==> src/rtl/router_mesh_gen.sv <==
// Five-port XY mesh router: per-input FIFOs, round-robin output arbitration, registered outputs.
// Optional saturating discard counter on drop_cnt when ROUTER_DROP_CNT_EN is defined.
module router_mesh_gen #(
  parameter int         DEPTH    = 8,
  parameter int         WIDTH    = 3,
  parameter int         DATASIZE = 40,
  parameter logic [1:0] XPOS     = 2'd0,
  parameter logic [1:0] YPOS     = 2'd0,
  parameter logic [4:0] PORT_EN  = 5'b11111
) (
  input  logic                     clk,
  input  logic                     rst_n,
  input  logic [5*DATASIZE-1:0]    data_in,
  input  logic [4:0]               valid_in,
  output logic [4:0]               full_out,
  output logic [5*(WIDTH+1)-1:0]   pressure_out,
  output logic [5*DATASIZE-1:0]    data_out,
  output logic [4:0]               valid_out,
  input  logic [4:0]               full_in
`ifdef ROUTER_DROP_CNT_EN
  ,
  output logic [7:0]               drop_cnt
`endif
);

  localparam int         NP      = 5;
  localparam logic [2:0] P_L     = 3'd0;
  localparam logic [2:0] P_E     = 3'd1;
  localparam logic [2:0] P_W     = 3'd2;
  localparam logic [2:0] P_N     = 3'd3;
  localparam logic [2:0] P_S     = 3'd4;
  localparam logic [WIDTH:0]   DEPTH_C = (WIDTH+1)'(DEPTH);
  localparam logic [WIDTH:0]   SKID_C  = (WIDTH+1)'(DEPTH-2);
  localparam logic [WIDTH-1:0] LAST_C  = WIDTH'(DEPTH-1);

  logic [DATASIZE-1:0] r_mem  [NP][DEPTH];
  logic [WIDTH-1:0]    r_wptr [NP];
  logic [WIDTH-1:0]    r_rptr [NP];
  logic [WIDTH:0]      r_cnt  [NP];
  logic [2:0]          r_rr   [NP];
  logic [DATASIZE-1:0] r_dout [NP];
  logic [NP-1:0]       r_vout;

  logic [DATASIZE-1:0] w_head    [NP];
  logic [2:0]          w_route   [NP];
  logic [2:0]          w_gnt_idx [NP];
  logic [NP-1:0]       w_occ;
  logic [NP-1:0]       w_discard;
  logic [NP-1:0]       w_req_ok;
  logic [NP-1:0]       w_wr;
  logic [NP-1:0]       w_pop;
  logic [NP-1:0]       w_gnt_vld;

  function automatic logic [2:0] xy_route(input logic [DATASIZE-1:0] flit);
    logic [1:0] dx;
    logic [1:0] dy;
    dx = flit[DATASIZE-5 -: 2];
    dy = flit[DATASIZE-7 -: 2];
    if (dx > XPOS)      xy_route = P_E;
    else if (dx < XPOS) xy_route = P_W;
    else if (dy > YPOS) xy_route = P_N;
    else if (dy < YPOS) xy_route = P_S;
    else                xy_route = P_L;
  endfunction

  function automatic logic [WIDTH-1:0] ptr_inc(input logic [WIDTH-1:0] ptr);
    ptr_inc = (ptr == LAST_C) ? '0 : ptr + 1'b1;
  endfunction

  // Head decode: route, U-turn / disabled-output discard, write qualification
  always_comb begin
    for (int p = 0; p < NP; p++) begin
      w_head[p]    = r_mem[p][r_rptr[p]];
      w_route[p]   = xy_route(w_head[p]);
      w_occ[p]     = PORT_EN[p] && (r_cnt[p] != '0);
      w_discard[p] = w_occ[p] && (!PORT_EN[w_route[p]] || (w_route[p] == 3'(p)));
      w_req_ok[p]  = w_occ[p] && !w_discard[p];
      w_wr[p]      = valid_in[p] && PORT_EN[p] && (r_cnt[p] < DEPTH_C);
    end
  end

  // Round-robin per output; scanning offsets high-to-low leaves the nearest requester
  always_comb begin
    logic [3:0] v_sum;
    logic [2:0] v_idx;
    v_sum = '0;
    v_idx = '0;
    for (int o = 0; o < NP; o++) begin
      w_gnt_vld[o] = 1'b0;
      w_gnt_idx[o] = '0;
      if (PORT_EN[o] && !full_in[o]) begin
        for (int k = NP-1; k >= 0; k--) begin
          v_sum = {1'b0, r_rr[o]} + 4'(k);
          if (v_sum >= 4'd5) v_sum = v_sum - 4'd5;
          v_idx = v_sum[2:0];
          if (w_req_ok[v_idx] && (w_route[v_idx] == 3'(o))) begin
            w_gnt_vld[o] = 1'b1;
            w_gnt_idx[o] = v_idx;
          end
        end
      end
    end
  end

  always_comb begin
    w_pop = w_discard;
    for (int o = 0; o < NP; o++) begin
      if (w_gnt_vld[o]) w_pop[w_gnt_idx[o]] = 1'b1;
    end
  end

  always_ff @(posedge clk) begin
    for (int p = 0; p < NP; p++) begin
      if (w_wr[p]) r_mem[p][r_wptr[p]] <= data_in[p*DATASIZE +: DATASIZE];
    end
  end

  // FIFO pointers/counts, arbiter pointers, output registers
  always_ff @(posedge clk or negedge rst_n) begin
    if (!rst_n) begin
      for (int p = 0; p < NP; p++) begin
        r_wptr[p] <= '0;
        r_rptr[p] <= '0;
        r_cnt[p]  <= '0;
        r_rr[p]   <= '0;
        r_dout[p] <= '0;
      end
      r_vout <= '0;
    end else begin
      for (int p = 0; p < NP; p++) begin
        if (w_wr[p])  r_wptr[p] <= ptr_inc(r_wptr[p]);
        if (w_pop[p]) r_rptr[p] <= ptr_inc(r_rptr[p]);
        case ({w_wr[p], w_pop[p]})
          2'b10:   r_cnt[p] <= r_cnt[p] + 1'b1;
          2'b01:   r_cnt[p] <= r_cnt[p] - 1'b1;
          default: r_cnt[p] <= r_cnt[p];
        endcase
      end
      for (int o = 0; o < NP; o++) begin
        if (w_gnt_vld[o]) begin
          r_dout[o] <= w_head[w_gnt_idx[o]];
          r_rr[o]   <= (w_gnt_idx[o] == 3'd4) ? 3'd0 : w_gnt_idx[o] + 3'd1;
        end
      end
      r_vout <= w_gnt_vld;
    end
  end

  always_comb begin
    for (int p = 0; p < NP; p++) begin
      full_out[p] = PORT_EN[p] ? (r_cnt[p] >= SKID_C) : 1'b1;
      pressure_out[p*(WIDTH+1) +: (WIDTH+1)] = PORT_EN[p] ? r_cnt[p] : '0;
      data_out[p*DATASIZE +: DATASIZE] = r_dout[p];
    end
  end

  assign valid_out = r_vout;

`ifdef ROUTER_DROP_CNT_EN
  logic [3:0] w_drop_n;
  logic [8:0] w_drop_sum;
  logic [7:0] r_drop;

  // Discards per cycle: overflow writes plus unroutable head pops
  always_comb begin
    w_drop_n = '0;
    for (int p = 0; p < NP; p++) begin
      w_drop_n = w_drop_n + 4'(w_discard[p])
               + 4'(valid_in[p] && PORT_EN[p] && (r_cnt[p] == DEPTH_C));
    end
  end

  assign w_drop_sum = {1'b0, r_drop} + 9'(w_drop_n);

  always_ff @(posedge clk or negedge rst_n) begin
    if (!rst_n) r_drop <= '0;
    else        r_drop <= w_drop_sum[8] ? 8'hFF : w_drop_sum[7:0];
  end

  assign drop_cnt = r_drop;
`endif

endmodule

==> config.mk <==
export PLATFORM = sky130hd
export DESIGN_NAME = router_mesh_gen
export DESIGN_NICKNAME = d
export VERILOG_FILES = /design/src/rtl/router_mesh_gen.sv
export SDC_FILE = /design/constraint.sdc
export NUM_CORES = 2
export LEC_CHECK = 0
export CORE_MARGIN = 3
export CORE_UTILIZATION = 35
export DETAILED_ROUTE_END_ITERATION = 8
export PLACE_DENSITY = 0.61
export SYNTH_ARGS = -nofsm -noshare
export SYNTH_HDL_FRONTEND = slang
export SYNTH_SLANG_ARGS = --single-unit
==> constraint.sdc <==
create_clock -name clk -period 5 [get_ports clk]
set_input_delay 0.75 -clock clk [delete_from_list [all_inputs] [get_ports clk]]
set_output_delay 0.75 -clock clk [all_outputs]
set_load 0.03 [all_outputs]
# Word-level counts from Yosys, hierarchy flattened
# Memory sizes are Yosys's and may differ from the RTL's.
# Cells that the tools add are included.
[totals] reg_bits=270 ramBits=1600 romBits=40 inputBits=212 out_inout_bits=230 n_memories=6
[memory_table] memory="r_mem" words=5 width=320 read_ports=5 rd_clocked_by_memory_dff=0 wr=5 line="36" rtl="logic [DATASIZE-1:0] r_mem [NP][DEPTH];"
[memory_table] memory="(no name shown)" words=8 width=1 read_ports=1 rd_clocked_by_memory_dff=0 wr=0 line="76" rtl="w_discard[p] = w_occ[p] && (!PORT_EN[w_route[p]] || (w_route[p] == 3'(p)));"
[memory_table] memory="(no name shown)" words=8 width=1 read_ports=1 rd_clocked_by_memory_dff=0 wr=0 line="76"
[memory_table] memory="(no name shown)" words=8 width=1 read_ports=1 rd_clocked_by_memory_dff=0 wr=0 line="76"
[memory_table] memory="(no name shown)" words=8 width=1 read_ports=1 rd_clocked_by_memory_dff=0 wr=0 line="76"
[memory_table] memory="(no name shown)" words=8 width=1 read_ports=1 rd_clocked_by_memory_dff=0 wr=0 line="76"
[op_classes] add_sub_neg=70 order_cmp=140 n_eq_ne=49 muxes=345 n_bitwise=45 reduce_logical=81
[op_table] op="320-bit two-way mux" count=5
[op_table] op="40-bit binary-select mux with 3-bit select" count=10
[op_table] op="40-bit two-way mux" count=25
[op_table] op="40-bit demux with 3-bit select" count=5
[op_table] op="3-bit two-way mux" count=165
[op_table] op="3-bit binary-select mux with 3-bit select" count=25
[op_table] op="4-bit greater-or-equal comparator (second input constant)" count=40
[op_table] op="3-bit NOT with 4-bit output" count=40
[op_table] op="3-bit by 4-bit < comparator with 1-bit output (second input constant)" count=35
[op_table] op="4-bit by 3-bit greater-or-equal comparator with 1-bit output (second input constant)" count=25
[op_table] op="1-bit binary-select mux with 3-bit select" count=25
[op_table] op="3-bit subtractor (second input constant)" count=25
[op_table] op="1-bit two-way mux" count=70
[op_table] op="3-bit equality test (second input constant)" count=21
[op_table] op="1-bit logical AND" count=50
[op_table] op="3-bit by 1-bit adder with 3-bit output (second input constant)" count=15
[op_table] op="3-bit by 2-bit adder with 4-bit output (second input constant)" count=10
[op_table] op="4-bit one-hot mux with 2 select lines" count=5
[op_table] op="3-bit by 2-bit equality test with 1-bit output (second input constant)" count=12
[op_table] op="5-bit two-way mux" count=5
[op_table] op="5-bit bitwise OR" count=5
[op_table] op="3-bit by 1-bit adder with 4-bit output (second input constant)" count=5
[op_table] op="3-bit by 3-bit adder with 4-bit output (second input constant)" count=5
[op_table] op="4-bit by 1-bit adder with 4-bit output (second input constant)" count=5
[op_table] op="16 further kinds" count=97

# Depth between registers and ports, before layout
[depth] word_depth=41 depth_mapped=25

# Least setup slack after synthesis
# OpenSTA, ideal clock, no wires.
[synth_timing] path_type="input to register" startpoint="in valid_in[3]" endpoint="mem r_mem[0][1240] (netlist bit) (enable)" setup_ps=537 arrival_ps=4810 path_slack_ps=-346 stages=3 path_buffers=1 path_cell_list="nand2b_1 clkbuf_1 nor4_1"
[synth_lines] item="start: declaration" line="14" rtl="input logic [4:0] valid_in,"
[synth_lines] item="end: declaration" line="36"

# Final worst setup path
[layout_timing] startpoint="reg r_rptr[3] (netlist bit)" endpoint="reg r_cnt (netlist bit pressure_out[3])"
[layout_between] elab_chain_cells=41 elab_cells_between_ends=294 classes_between="order compare: 14; eq/ne: 23; mux: 209; bitwise: 6; reduce/logical: 41; memory: 1"
[layout_lines] item="start: declaration" line="38" rtl="logic [WIDTH-1:0] r_rptr [NP];"
[layout_lines] item="start signal: indexed assignment" line="132" rtl="if (w_pop[p]) r_rptr[p] <= ptr_inc(r_rptr[p]);"
[layout_lines] item="3-bit NOT with 4-bit output (not written as such) (*)" line="73" rtl="w_head[p] = r_mem[p][r_rptr[p]];"
[layout_lines] item="40-bit binary-select mux with 3-bit select (*)" line="73"
[layout_lines] item="40-bit two-way mux (not written as such) (*) (2 in a row)" line="73"
[layout_lines] item="2-bit by 1-bit < comparator with 1-bit output" line="62" rtl="else if (dy < YPOS) xy_route = P_S;"
[layout_lines] item="3-bit two-way mux" line="62"
[layout_lines] item="3-bit two-way mux" line="61" rtl="else if (dy > YPOS) xy_route = P_N;"
[layout_lines] item="3-bit two-way mux" line="60" rtl="else if (dx < XPOS) xy_route = P_W;"
[layout_lines] item="3-bit two-way mux (*)" line="59" rtl="if (dx > XPOS) xy_route = P_E;"
[layout_lines] item="(+25 left out)"
[layout_lines] item="5-bit two-way mux" line="108" rtl="if (w_gnt_vld[o]) w_pop[w_gnt_idx[o]] = 1'b1;"
[layout_lines] item="5-bit bitwise OR (no source line)"
[layout_lines] item="5-bit two-way mux" line="108"
[layout_lines] item="5-bit bitwise OR (no source line)"
[layout_lines] item="5-bit two-way mux (*)" line="108"
[layout_lines] item="named net w_pop[0]" line="51" rtl="logic [NP-1:0] w_pop;"
[layout_lines] item="2-bit by 1-bit equality test with 1-bit output / 2-bit equality test (equally long branches)" line="133" rtl="case ({w_wr[p], w_pop[p]})"
[layout_lines] item="4-bit one-hot mux with 2 select lines / 2-bit nonzero test (equally long branches)"
[layout_lines] item="end signal: indexed assignment" line="134" rtl="2'b10: r_cnt[p] <= r_cnt[p] + 1'b1;"
[layout_lines] item="end signal: indexed assignment" line="135" rtl="2'b01: r_cnt[p] <= r_cnt[p] - 1'b1;"
[layout_lines] item="end signal: indexed assignment" line="136" rtl="default: r_cnt[p] <= r_cnt[p];"
[layout_lines] item="end: declaration" line="39" rtl="logic [WIDTH:0] r_cnt [NP];"
# The timed path passes the listed nets; every way through them passes the cells marked *. The select of a mux whose other input is x is not followed.
# A chain may end at the register's enable or synchronous reset.

==> impl_metrics.yaml <==
setup_path:
  start_kind: "flop"
  ff2ff_setup_slack_ns: 0.20
  path_class: "flop to flop"
  cp.arrival_ns: 5.52
  rr_worst_depth: 20
  cp.required_ns: 5.72
  critPathCaptureType: "flop"
  cp_max_fo: 7
global_routing:
  grt_use_total_pct: 19.8
  overflow: 0
  first_global_vias: 41000
  antenna_found_initial: 70
  grt_pass1_wl_um: 310000
  grt_max_degree: 104
yosys:
  yosysWarnings: 0
  synth_area_leaders: "edfxtp_1 (64%), mux4_2 (12%), dfrtp_1 (7.5%)"
  ys_ff_latch: 1823
  syn_area_per_cell_sq_um: 18.4
  syn_area_sq_um: 74800
  synth_cell_types: 99
  async_flop_share_pct: 12.2
  synth-edff-count: 1600
  synth_top_flop_cell: "edfxtp_1"
  syn_inst: 4072
  yosys.area.top_type: "edfxtp_1"
  ys_seq_area_share_pct: 71.7
  yosys.area.top_type_share_pct: 64.2
clock_tree:
  clock_latency_ns: 0.86
  htreeDepth: 4
  hold_buffers: 0
  numClockSinks: 1823
  root_buffer: "clkbuf_16"
  clkTransAtPathRegs_ns: 0.06
  cts_tree: "yes"
  cts_buffer_depth: 3
  cts_buffers: 189
drt:
  met3RoutedLength_um: 17800
  drt-wirelength-per-cell_um: 28.8
  dr.pass1.iters: 7
  met2_length_um: 105000
  drtAntennaViolNets: 0
  vias_per_cell: 5.40
  drt_iter0_markers: 4348
  vias: 41400
  drcViolationCount: 0
  met1_length_um: 84800
  maxUsedRoutingLayer: "met5"
  wirelength_um: 221000
power:
  fin_total_pwr_w: 0.0668
  leakage_nw: 30.3
  ir_drop_uv: 1020
  powerDensity_nw_per_um2: 742
sta:
  fmax_mhz: 208
  setup_violations: 0
  worst_slack_ns: 0.203
  tightestPinTransition_ns: 1.14
  holdWs_ns: 0.0655
  slew_headroom_pct: 23.7
  slew_violations: 0
  min_period_over_period_pct: 95.9
  min_period_ns: 4.80
  finClkSkew_ns: 0.0778
  final_hold_viol_count: 0
finish:
  nFillCells: 18600
  drive_gt1_share_pct: 23.9
  final_design_area_no_fill_sq_um: 90000
  finalCoreUtilization_pct: 42.4
  layout_common_cells: "edfxtp_1 (1600), mux4_2 (399), clkdlybuf4s50_1 (397)"
  fin_nets: 4934
  mostFrequentLayoutCell: "edfxtp_1"
  syn_to_final_growth_pct: 20.3
worst_hold_path:
  holdCritPathClass: "input pin to asynchronous set/reset pin"
place:
  post-dp-hpwl_um: 147000
  pre_cts_ws_ns: -0.0246
  port_buffers: 398
  gp_congestion: 0.890
  placed_area_sq_um: 83500
die:
  die_y_um: 468
  design.core.area_sq_um: 212000
  die-width_um: 468
  rows: 169
  die_area_sq_um: 219000
  io_pins: 442
  initial_core_util_pct: 35.2
status:
  outcome: "completed"
job:
  max-cap-violations: 0
==> power breakdown <==
part	switching [W]	leakage [nW]	internal (W)	total, W
clock	0.00607	2.96	0.00779	0.0139
sequential	0.00178	17.2	0.0190	0.0207
combinational	0.0194	10.1	0.0128	0.0322
==> per-layer routing <==
metal	vias up	global-route usage, %
li1	17700	-
met1	21600	24.8
met2	1654	31.5
met3	435	5.43
met4	44	10.4
met5	-	0
==> cell families (layout without fill, tap and decap cells) <==
family	count (synthesis)	count (layout)	synth area share [%]
compound gates	511	511	5.24
xor+xnor	39	39	0.457
fa+ha+maj	72	72	1.28
buf+inv	366	1065	2.13
flops	1823	1823	71.7
mux	622	622	15.1
other cells	1	73	0.00501
simple gates	638	638	4.06
==> worst max-delay path, stage by stage, from the launching register on <==
cell      delay (ns)
dfrtp_4         0.49
mux4_2          0.56
mux2i_2         0.26
a21oi_1         0.11
buf_4           0.21
o22a_1          0.24
nand3_2         0.09
or3b_4          0.41
a311oi_2        0.34
o31ai_4         0.14
a41o_1          0.28
a31oi_4         0.20
buf_12          0.18
inv_2           0.03
ha_1            0.21
ha_1            0.28
a21o_1          0.17
a21oi_1         0.16
xnor2_1         0.13
nor2_1          0.07
xor2_1          0.14
==> registers in the layout (all words and copies together) (netlist names) <==
signal,count
r_mem,1600
data_out,160
pressure_out,20
r_rptr,15
r_wptr,15
r_rr,9
valid_out,4
==> layout make-up <==
class / instances / area (sq um) / area share (%)
multi-input cells: 1924 / 20300 / 22.5
diodes: 31 / 77.6 / 0.0862
flip-flops and latches: 1823 / 53700 / 59.6
clock inverters: 109 / 1130 / 1.26
inverters: 56 / 210 / 0.234
clock buffers: 244 / 5020 / 5.57
well taps: 2821 / 3530 / 3.92
repair buffers: 656 / 6080 / 6.75
==> synth_stat cells, types with 48 or more instances <==
cell         n
a21oi_1     73
buf_1       50
buf_4       48
clkbuf_1   181
dfrtp_1    223
edfxtp_1  1600
ha_1        64
mux2_2      59
mux2i_1    147
mux4_2     399
nand2_1    206
nand3_1     86
nor2_1     141
o21ai_0     75
o221ai_1    78
o22ai_1     49
==> final timing paths <==
path	from	endpoint
min in group clk	data_out[84]$_DFFE_PN0P_	data_out[84]$_DFFE_PN0P_
worst min register to register	data_out[84]$_DFFE_PN0P_	data_out[84]$_DFFE_PN0P_
max in group asynchronous	rst_n	r_rptr[4]$_DFFE_PN0P_
worst max register to register	r_rptr[3]$_DFFE_PN0P_	pressure_out[3]$_DFFE_PN0P_
worst min-delay path	rst_n	data_out[26]$_DFFE_PN0N_
worst max-delay path	r_rptr[3]$_DFFE_PN0P_	pressure_out[3]$_DFFE_PN0P_
==> stage by stage <==
stage / TNS (ns) / instances
global route: -0.00705 / 7644
finish: 0 / 7664
global placement: 0 / 7276
floorplan: 0 / 4113
CTS: 0 / 7629
detailed placement: -0.0246 / 7276
==> timing repair <==
| item | in CTS | in global routing |
|---|---|---|
| resized for setup | 2 | 39 |
| setup buffers | 0 | 4 |
| pin swaps | 0 | 3 |
| gates cloned | 0 | 0 |
| endpoints found under the setup margin | 2 | 15 |
(Power assumes the default switching activity.)
